==> config.mk <==
export PLATFORM = sky130hd
export DESIGN_NAME = mmc3_irq_mapper
export DESIGN_NICKNAME = d
export VERILOG_FILES = /design/src/rtl/mmc3_irq_mapper.sv
export SDC_FILE = /design/constraint.sdc
export NUM_CORES = 1
export LEC_CHECK = 0
export ABC_CLOCK_PERIOD_IN_PS = 2430
export CORE_MARGIN = 2
export CORE_UTILIZATION = 47
export CTS_CLUSTER_SIZE = 30
export DETAILED_ROUTE_END_ITERATION = 6
export PLACE_DENSITY = 0.81
export SLEW_MARGIN = 30
export SYNTH_ARGS = -nofsm -noshare
export SYNTH_HDL_FRONTEND = slang
export SYNTH_SLANG_ARGS = --single-unit
export TNS_END_PERCENT = 5
==> constraint.sdc <==
create_clock -name sysclk -period 2.43 [get_ports sysclk]
set_input_delay 0.243 -clock sysclk [delete_from_list [all_inputs] [get_ports sysclk]]
set_output_delay 0.243 -clock sysclk [all_outputs]
set_load 0.02 [all_outputs]
==> src/rtl/mmc3_irq_mapper.sv <==
// MMC3-style mapper: bank registers, PRG/CHR/WRAM/nametable address translation
// and the A12-clocked scanline IRQ counter with a low-time filter on A12.
module mmc3_irq_mapper #(
    parameter int PRG_BANK_W  = 6,
    parameter int CHR_BANK_W  = 8,
    parameter int EXT_AW      = 25,
    parameter int A12_LOW_MIN = 8
) (
    input  logic                  sysclk,
    input  logic                  reset,
    input  logic                  cpu_clock,
    input  logic [PRG_BANK_W-1:0] prg_last,
    input  logic [15:0]           cpu_bus,
    input  logic                  cpu_wr,
    input  logic [7:0]            cpu_data_in,
    output logic [7:0]            cpu_data_out,
    input  logic [13:0]           ppu_bus,
    input  logic                  ppu_wr,
    input  logic [7:0]            ppu_data_in,
    output logic [7:0]            ppu_data_out,
    output logic [EXT_AW-1:0]     ext_cpu_bus,
    input  logic [7:0]            ext_cpu_data_in,
    output logic [7:0]            ext_cpu_data_out,
    output logic                  ext_cpu_wr,
    output logic [EXT_AW-1:0]     ext_ppu_bus,
    input  logic [7:0]            ext_ppu_data_in,
    output logic [7:0]            ext_ppu_data_out,
    output logic                  ext_ppu_wr,
    output logic                  mirror,
    output logic                  irq_n
);

    localparam int CNT_W = $clog2(A12_LOW_MIN + 1);
    localparam logic [EXT_AW-1:0] EXT_BASE = EXT_AW'(32'h0010_0000);

    logic [7:0]       r_q [8];
    logic [7:0]       r_d [8];
    logic [2:0]       bank_sel_q, bank_sel_d;
    logic             prg_mode_q, prg_mode_d;
    logic             chr_inv_q, chr_inv_d;
    logic             mirror_q, mirror_d;
    logic             ram_en_q, ram_en_d;
    logic             ram_wp_q, ram_wp_d;
    logic [7:0]       irq_latch_q, irq_latch_d;
    logic [7:0]       irq_count_q, irq_count_d;
    logic             reload_q, reload_d;
    logic             irq_en_q, irq_en_d;
    logic             pending_q, pending_d;
    logic             a12_q, a12_d;
    logic [CNT_W-1:0] low_cnt_q, low_cnt_d;

    logic       wr_stb;
    logic [2:0] reg_sel;
    logic       a12_event;
    logic       irq_set;

    assign wr_stb    = cpu_clock & cpu_wr & cpu_bus[15];
    assign reg_sel   = {cpu_bus[14:13], cpu_bus[0]};
    assign a12_event = ppu_bus[12] & ~a12_q & (low_cnt_q >= CNT_W'(A12_LOW_MIN));

    always_comb begin
        r_d         = r_q;
        bank_sel_d  = bank_sel_q;
        prg_mode_d  = prg_mode_q;
        chr_inv_d   = chr_inv_q;
        mirror_d    = mirror_q;
        ram_en_d    = ram_en_q;
        ram_wp_d    = ram_wp_q;
        irq_latch_d = irq_latch_q;
        irq_count_d = irq_count_q;
        reload_d    = reload_q;
        irq_en_d    = irq_en_q;
        irq_set     = 1'b0;

        if (wr_stb) begin
            case (reg_sel)
                3'b000: begin
                    bank_sel_d = cpu_data_in[2:0];
                    prg_mode_d = cpu_data_in[6];
                    chr_inv_d  = cpu_data_in[7];
                end
                3'b001:  r_d[bank_sel_q] = cpu_data_in;
                3'b010:  mirror_d = cpu_data_in[0];
                3'b011: begin
                    ram_en_d = cpu_data_in[7];
                    ram_wp_d = cpu_data_in[6];
                end
                3'b100:  irq_latch_d = cpu_data_in;
                3'b110:  irq_en_d = 1'b0;
                3'b111:  irq_en_d = 1'b1;
                default: ;
            endcase
        end

        // A $C001 write overrides a coincident A12 clock event entirely
        if (wr_stb && reg_sel == 3'b101) begin
            irq_count_d = 8'd0;
            reload_d    = 1'b1;
        end else if (a12_event) begin
            if (irq_count_q == 8'd0 || reload_q) begin
                irq_count_d = irq_latch_q;
                reload_d    = 1'b0;
            end else begin
                irq_count_d = irq_count_q - 8'd1;
            end
            irq_set = (irq_count_d == 8'd0) && irq_en_q;
        end

        if (wr_stb && reg_sel == 3'b110) pending_d = 1'b0;
        else                             pending_d = pending_q | irq_set;

        a12_d = ppu_bus[12];
        if (ppu_bus[12])                                 low_cnt_d = '0;
        else if (low_cnt_q == CNT_W'(A12_LOW_MIN))       low_cnt_d = low_cnt_q;
        else                                             low_cnt_d = low_cnt_q + CNT_W'(1);
    end

    always_ff @(posedge sysclk or negedge reset) begin
        if (!reset) begin
            for (int i = 0; i < 8; i++) r_q[i] <= '0;
            bank_sel_q  <= '0;
            prg_mode_q  <= 1'b0;
            chr_inv_q   <= 1'b0;
            mirror_q    <= 1'b0;
            ram_en_q    <= 1'b0;
            ram_wp_q    <= 1'b0;
            irq_latch_q <= '0;
            irq_count_q <= '0;
            reload_q    <= 1'b0;
            irq_en_q    <= 1'b0;
            pending_q   <= 1'b0;
            a12_q       <= 1'b0;
            low_cnt_q   <= '0;
        end else begin
            r_q         <= r_d;
            bank_sel_q  <= bank_sel_d;
            prg_mode_q  <= prg_mode_d;
            chr_inv_q   <= chr_inv_d;
            mirror_q    <= mirror_d;
            ram_en_q    <= ram_en_d;
            ram_wp_q    <= ram_wp_d;
            irq_latch_q <= irq_latch_d;
            irq_count_q <= irq_count_d;
            reload_q    <= reload_d;
            irq_en_q    <= irq_en_d;
            pending_q   <= pending_d;
            a12_q       <= a12_d;
            low_cnt_q   <= low_cnt_d;
        end
    end

    assign mirror = mirror_q;
    assign irq_n  = ~pending_q;

    logic [PRG_BANK_W-1:0] prg_bank;
    logic [PRG_BANK_W-1:0] prg_last_m1;
    assign prg_last_m1 = prg_last - PRG_BANK_W'(1);

    always_comb begin
        case (cpu_bus[14:13])
            2'b00:   prg_bank = prg_mode_q ? prg_last_m1 : PRG_BANK_W'(r_q[6]);
            2'b01:   prg_bank = PRG_BANK_W'(r_q[7]);
            2'b10:   prg_bank = prg_mode_q ? PRG_BANK_W'(r_q[6]) : prg_last_m1;
            default: prg_bank = prg_last;
        endcase
        prg_bank = prg_bank & prg_last;

        ext_cpu_data_out = cpu_data_in;
        if (cpu_bus[15]) begin
            ext_cpu_bus  = EXT_AW'({prg_bank, cpu_bus[12:0]});
            ext_cpu_wr   = 1'b0;
            cpu_data_out = ext_cpu_data_in;
        end else if (cpu_bus[14:13] == 2'b11) begin
            ext_cpu_bus  = EXT_BASE | EXT_AW'({2'b11, cpu_bus[12:0]});
            ext_cpu_wr   = cpu_wr & ram_en_q & ~ram_wp_q;
            cpu_data_out = ram_en_q ? ext_cpu_data_in : 8'hFF;
        end else begin
            ext_cpu_bus  = EXT_BASE | EXT_AW'(cpu_bus[14:0]);
            ext_cpu_wr   = cpu_wr;
            cpu_data_out = ext_cpu_data_in;
        end
    end

    logic       chr_p;
    logic [7:0] chr_bank;
    assign chr_p = ppu_bus[12] ^ chr_inv_q;

    always_comb begin
        // 2 KB mode forces bit0 of R0/R1 to come from A10
        if (!chr_p)
            chr_bank = (r_q[{2'b00, ppu_bus[11]}] & 8'hFE) | {7'b0, ppu_bus[10]};
        else
            chr_bank = r_q[3'd2 + {1'b0, ppu_bus[11:10]}];

        if (ppu_bus[13])
            ext_ppu_bus = EXT_BASE | EXT_AW'({(mirror_q ? ppu_bus[11] : ppu_bus[10]), ppu_bus[9:0]});
        else
            ext_ppu_bus = EXT_AW'({CHR_BANK_W'(chr_bank), ppu_bus[9:0]});
    end

    assign ppu_data_out     = ext_ppu_data_in;
    assign ext_ppu_data_out = ppu_data_in;
    assign ext_ppu_wr       = ppu_wr;

endmodule

==> impl_metrics.prom <==
# TYPE chip_impl_metric gauge
chip_impl_metric{name="area_growth_syn_to_layout",unit="%"} 17.23
chip_impl_metric{name="worst-r2r-cell-count",unit=""} 7
chip_impl_metric{name="synth_area_per_cell",unit="sq um"} 11.03
chip_impl_info{name="run_status",value="finished, final reports clean"} 1
chip_impl_info{name="critPathCaptureType",value="flip-flop"} 1
chip_impl_metric{name="synth_top_cell_area_share",unit="%"} 43.92
chip_impl_metric{name="core_area",unit="sq um"} 10750
chip_impl_info{name="post-synth-top-area-cell",value="dfrtp_1"} 1
chip_impl_metric{name="antenna_violations_before_repair",unit=""} 0
chip_impl_metric{name="met1_capacity_usage_during_global_routing",unit="%"} 27.44
chip_impl_metric{name="design.die.area",unit="sq um"} 11760
chip_impl_metric{name="yosysWarningCount",unit=""} 0
chip_impl_metric{name="grt_util_met2",unit="%"} 39.38
chip_impl_metric{name="global_route.usage.total",unit="%"} 22.26
chip_impl_metric{name="totalPowerFinal",unit="mW"} 3.649
chip_impl_metric{name="vdd_drop_max",unit="mV"} 0.3082
chip_impl_metric{name="seq_area_frac_synth",unit="%"} 43.92
chip_impl_metric{name="gp_routability_congestion",unit=""} 0.9270
chip_impl_metric{name="routed_wirelength",unit="um"} 12500
chip_impl_metric{name="mapped_cells",unit=""} 465
chip_impl_info{name="synth_top_flop_cell",value="dfrtp_1"} 1
chip_impl_metric{name="cts_setup_buffers",unit=""} 0
chip_impl_info{name="rsz_0062_raised_after_global_routing",value="no"} 1
chip_impl_metric{name="groute.layer.met3.usage",unit="%"} 4.702
chip_impl_metric{name="drv.max_cap_violation_count",unit=""} 0
chip_impl_metric{name="clk_pin_slew_worst_paths",unit="ns"} 0.09
chip_impl_metric{name="power_per_cell_area",unit="nW/um^2"} 607.1
chip_impl_metric{name="first_global_vias",unit=""} 3672
chip_impl_metric{name="cp_data_required_time",unit="ns"} 2.69
chip_impl_metric{name="setup.reg_to_reg.worst_slack",unit="ns"} 0.13
chip_impl_metric{name="dr.pass1.iters",unit=""} 4
chip_impl_metric{name="rows",unit=""} 38
chip_impl_metric{name="top_level_ports",unit=""} 159
chip_impl_metric{name="tritoncts.num_buffers",unit=""} 9
chip_impl_metric{name="finalCritPeriodShare",unit="%"} 94.50
chip_impl_metric{name="summed_instance_area_of_the_synthesized_netlist",unit="sq um"} 5127
chip_impl_metric{name="drc",unit=""} 0
chip_impl_metric{name="fin_skew",unit="ns"} 0.007234
chip_impl_metric{name="report.final.hold_viol_count",unit=""} 0
chip_impl_metric{name="floorplan.die.width",unit="um"} 108.5
chip_impl_metric{name="post_drt_wl_per_cell",unit="um"} 19.25
chip_impl_info{name="critical_path.startpoint_type",value="flip-flop"} 1
chip_impl_metric{name="postLayoutSetupSlackWorst",unit="ns"} 0.1337
chip_impl_metric{name="longest_clk_path_bufs",unit=""} 2
chip_impl_metric{name="grt_pass1_wl",unit="um"} 19760
chip_impl_metric{name="num_antenna_cells",unit=""} 0
chip_impl_info{name="global_route.peak_usage_layer",value="met2"} 1
chip_impl_metric{name="grt_start_max_net_pins",unit=""} 50
chip_impl_info{name="min_path_type",value="in2async"} 1
chip_impl_metric{name="antenna_left",unit=""} 0
chip_impl_metric{name="num-nets-final",unit=""} 581
chip_impl_metric{name="post_route_cells_drive_above_1_share",unit="%"} 30.06
chip_impl_metric{name="initial_utilization",unit="%"} 47.72
chip_impl_metric{name="setup-tns-final",unit="ns"} 0
chip_impl_metric{name="finalCriticalPeriod",unit="ns"} 2.296
chip_impl_metric{name="clock.fmax",unit="MHz"} 435.5
chip_impl_metric{name="setup_viol_count_final",unit=""} 0
chip_impl_metric{name="drt_first_iter_violations",unit=""} 166
chip_impl_metric{name="cts_sinks",unit=""} 90
chip_impl_info{name="worstReg2RegStart",value="irq_count_q[0]$_DFFE_PN0P_"} 1
chip_impl_info{name="post-synth-top-count-cell",value="dfrtp_1"} 1
chip_impl_metric{name="worst-endpoint-arrival",unit="ns"} 2.56
chip_impl_metric{name="hpwlAfterDp",unit="um"} 9426
chip_impl_metric{name="cts_htree_levels",unit=""} 3
chip_impl_metric{name="dp_worst_slack",unit="ns"} -0.02564
chip_impl_metric{name="final_max_slew_viol_count",unit=""} 0
chip_impl_info{name="ctsRootBufferMaster",value="clkbuf_8"} 1
chip_impl_info{name="path_class",value="reg2reg"} 1
chip_impl_info{name="worst_r2r_dst",value="pending_q$_DFF_PN0_"} 1
chip_impl_metric{name="worst_pin_slew",unit="ns"} 0.6463
chip_impl_metric{name="dieHeight",unit="um"} 108.5
chip_impl_info{name="worstPathCellList",value="inv_1, ha_1, or4b_4, or4_4, nand3_2, o211ai_2, a221oi_2"} 1
chip_impl_metric{name="timing.slew.headroom",unit="%"} 56.91
chip_impl_metric{name="route.vias.total",unit=""} 3575
chip_impl_info{name="cts_tree",value="yes"} 1
chip_impl_info{name="critical-path-slowest-cell",value="or4b_4"} 1
chip_impl_metric{name="crit_path_max_fanout",unit=""} 5
chip_impl_info{name="netlist_top_cells_area",value="dfrtp_1, mux2_2, buf_4, mux4_2, nor2_1"} 1
chip_impl_metric{name="viasPerCell",unit=""} 5.508
chip_impl_metric{name="ys_seq_elements",unit=""} 90
chip_impl_metric{name="clock_insertion_delay_worst_skew",unit="ns"} 0.35
chip_impl_metric{name="placement.io_buffers",unit=""} 69
chip_impl_metric{name="slowest_delay",unit="ns"} 0.50
chip_impl_metric{name="gr-total-overflow",unit=""} 0
chip_impl_metric{name="synth_enable_flop_cells",unit=""} 0
chip_impl_info{name="synth_commonest_cells",value="dfrtp_1, mux2_2, buf_4"} 1
chip_impl_metric{name="async_flop_share",unit="%"} 100.0
chip_impl_metric{name="synth.distinct_cells",unit=""} 53
chip_impl_metric{name="static-leakage-power",unit="nW"} 2.848
chip_impl_metric{name="final_core_util",unit="%"} 55.94
-- stage by stage --
| step | hold WS, ns | cell area [sq um] | instances |
|---|---|---|---|
| 2_1_floorplan | -0.05259 | 5165 | 475 |
| 3_3_place_gp | 0.2926 | 5778 | 632 |
| 3_5_place_dp | 0.3041 | 5778 | 632 |
| 4_1_cts | 0.4557 | 5988 | 649 |
| 5_1_grt | 0.4860 | 6011 | 649 |
| 6_report | 0.4452 | 6011 | 649 |
-- cell usage in the layout (no fill, tap or decap), types with 7 or more instances in the layout --
cell              n
a21oi_1          18
clkbuf_8         10
mux2_2           77
nor2_1           34
o21ai_0          14
mux4_2            7
nand3_1           7
dfrtp_1          89
clkdlybuf4s50_1  54
nand2_1          17
conb_1           11
mux2i_1          12
buf_4            26
or2_2             8
a211oi_1         12
nor3_1           10
dlygate4sd2_1     8
inv_1            15
-- flip-flops by register name (all words and copies together) (netlist names), 3 cells and up --
name,count
low_cnt_q,4
bank_sel_q,3
r_q,58
irq_latch_q,8
irq_count_q,8
-- cell type report --
type	count	area [sq um]
Clock buffer	10	137.6
Clock inverter	6	65.06
Fill cell	926	4735
Inverter	15	56.30
Multi-Input combinational cell	287	2312
Sequential cell	90	2253
Tap cell	140	175.2
Timing Repair Buffer	101	1011
-- layer usage --
metal	part of all wire (%)	wire, um
met3	6.1	764
met4	2.0	245
met1	40	5008
met5	0	0
met2	52	6477
-- power breakdown --
group,internal [mW],switching (mW),total (mW)
sequential,1.63,0.124,1.75
combinational,0.426,0.436,0.862
clock,0.505,0.529,1.03
-- logic make-up (layout without fill, tap and decap cells) --
logic type,count (synthesis),after routing,synth area share (%)
simple gates,107,107,11.81
buf+inv,98,132,11.98
mux,96,96,22.33
flops,90,90,43.92
compound gates,64,64,8.053
xor+xnor,5,5,0.8542
fa+ha+maj,4,4,0.9761
other cells,1,11,0.07314
-- worst max path at each step --
stage,startpoint,to,cells after the start
final,irq_count_q[0]$_DFFE_PN0P_,pending_q$_DFF_PN0_,7
after global routing,irq_count_q[0]$_DFFE_PN0P_,pending_q$_DFF_PN0_,7
after global placement,ppu_bus[12],ext_ppu_bus[11],6
after detailed placement,ppu_bus[10],ext_ppu_bus[11],6
after CTS,ppu_bus[10],ext_ppu_bus[13],6
after floorplan,irq_count_q[0]$_DFFE_PN0P_,pending_q$_DFF_PN0_,7
-- critical path, delay by kind of cell, from the launching register on --
family,cells,cell delay [ns]
adders and majority gates,1,0.25
AOI/OAI and AO/OA,2,0.39
DFF,1,0.43
and+or+nand+nor,3,1.04
buffers and inverters,1,0.11
-- repair_timing --
item	CTS	global route
resized for setup	9	9
hold buffers	1	0
cloned	0	0
endpoints found under the setup margin	10	9
hold endpoints to repair	48	0
No activity file was read; power rests on OpenSTA's default activity.
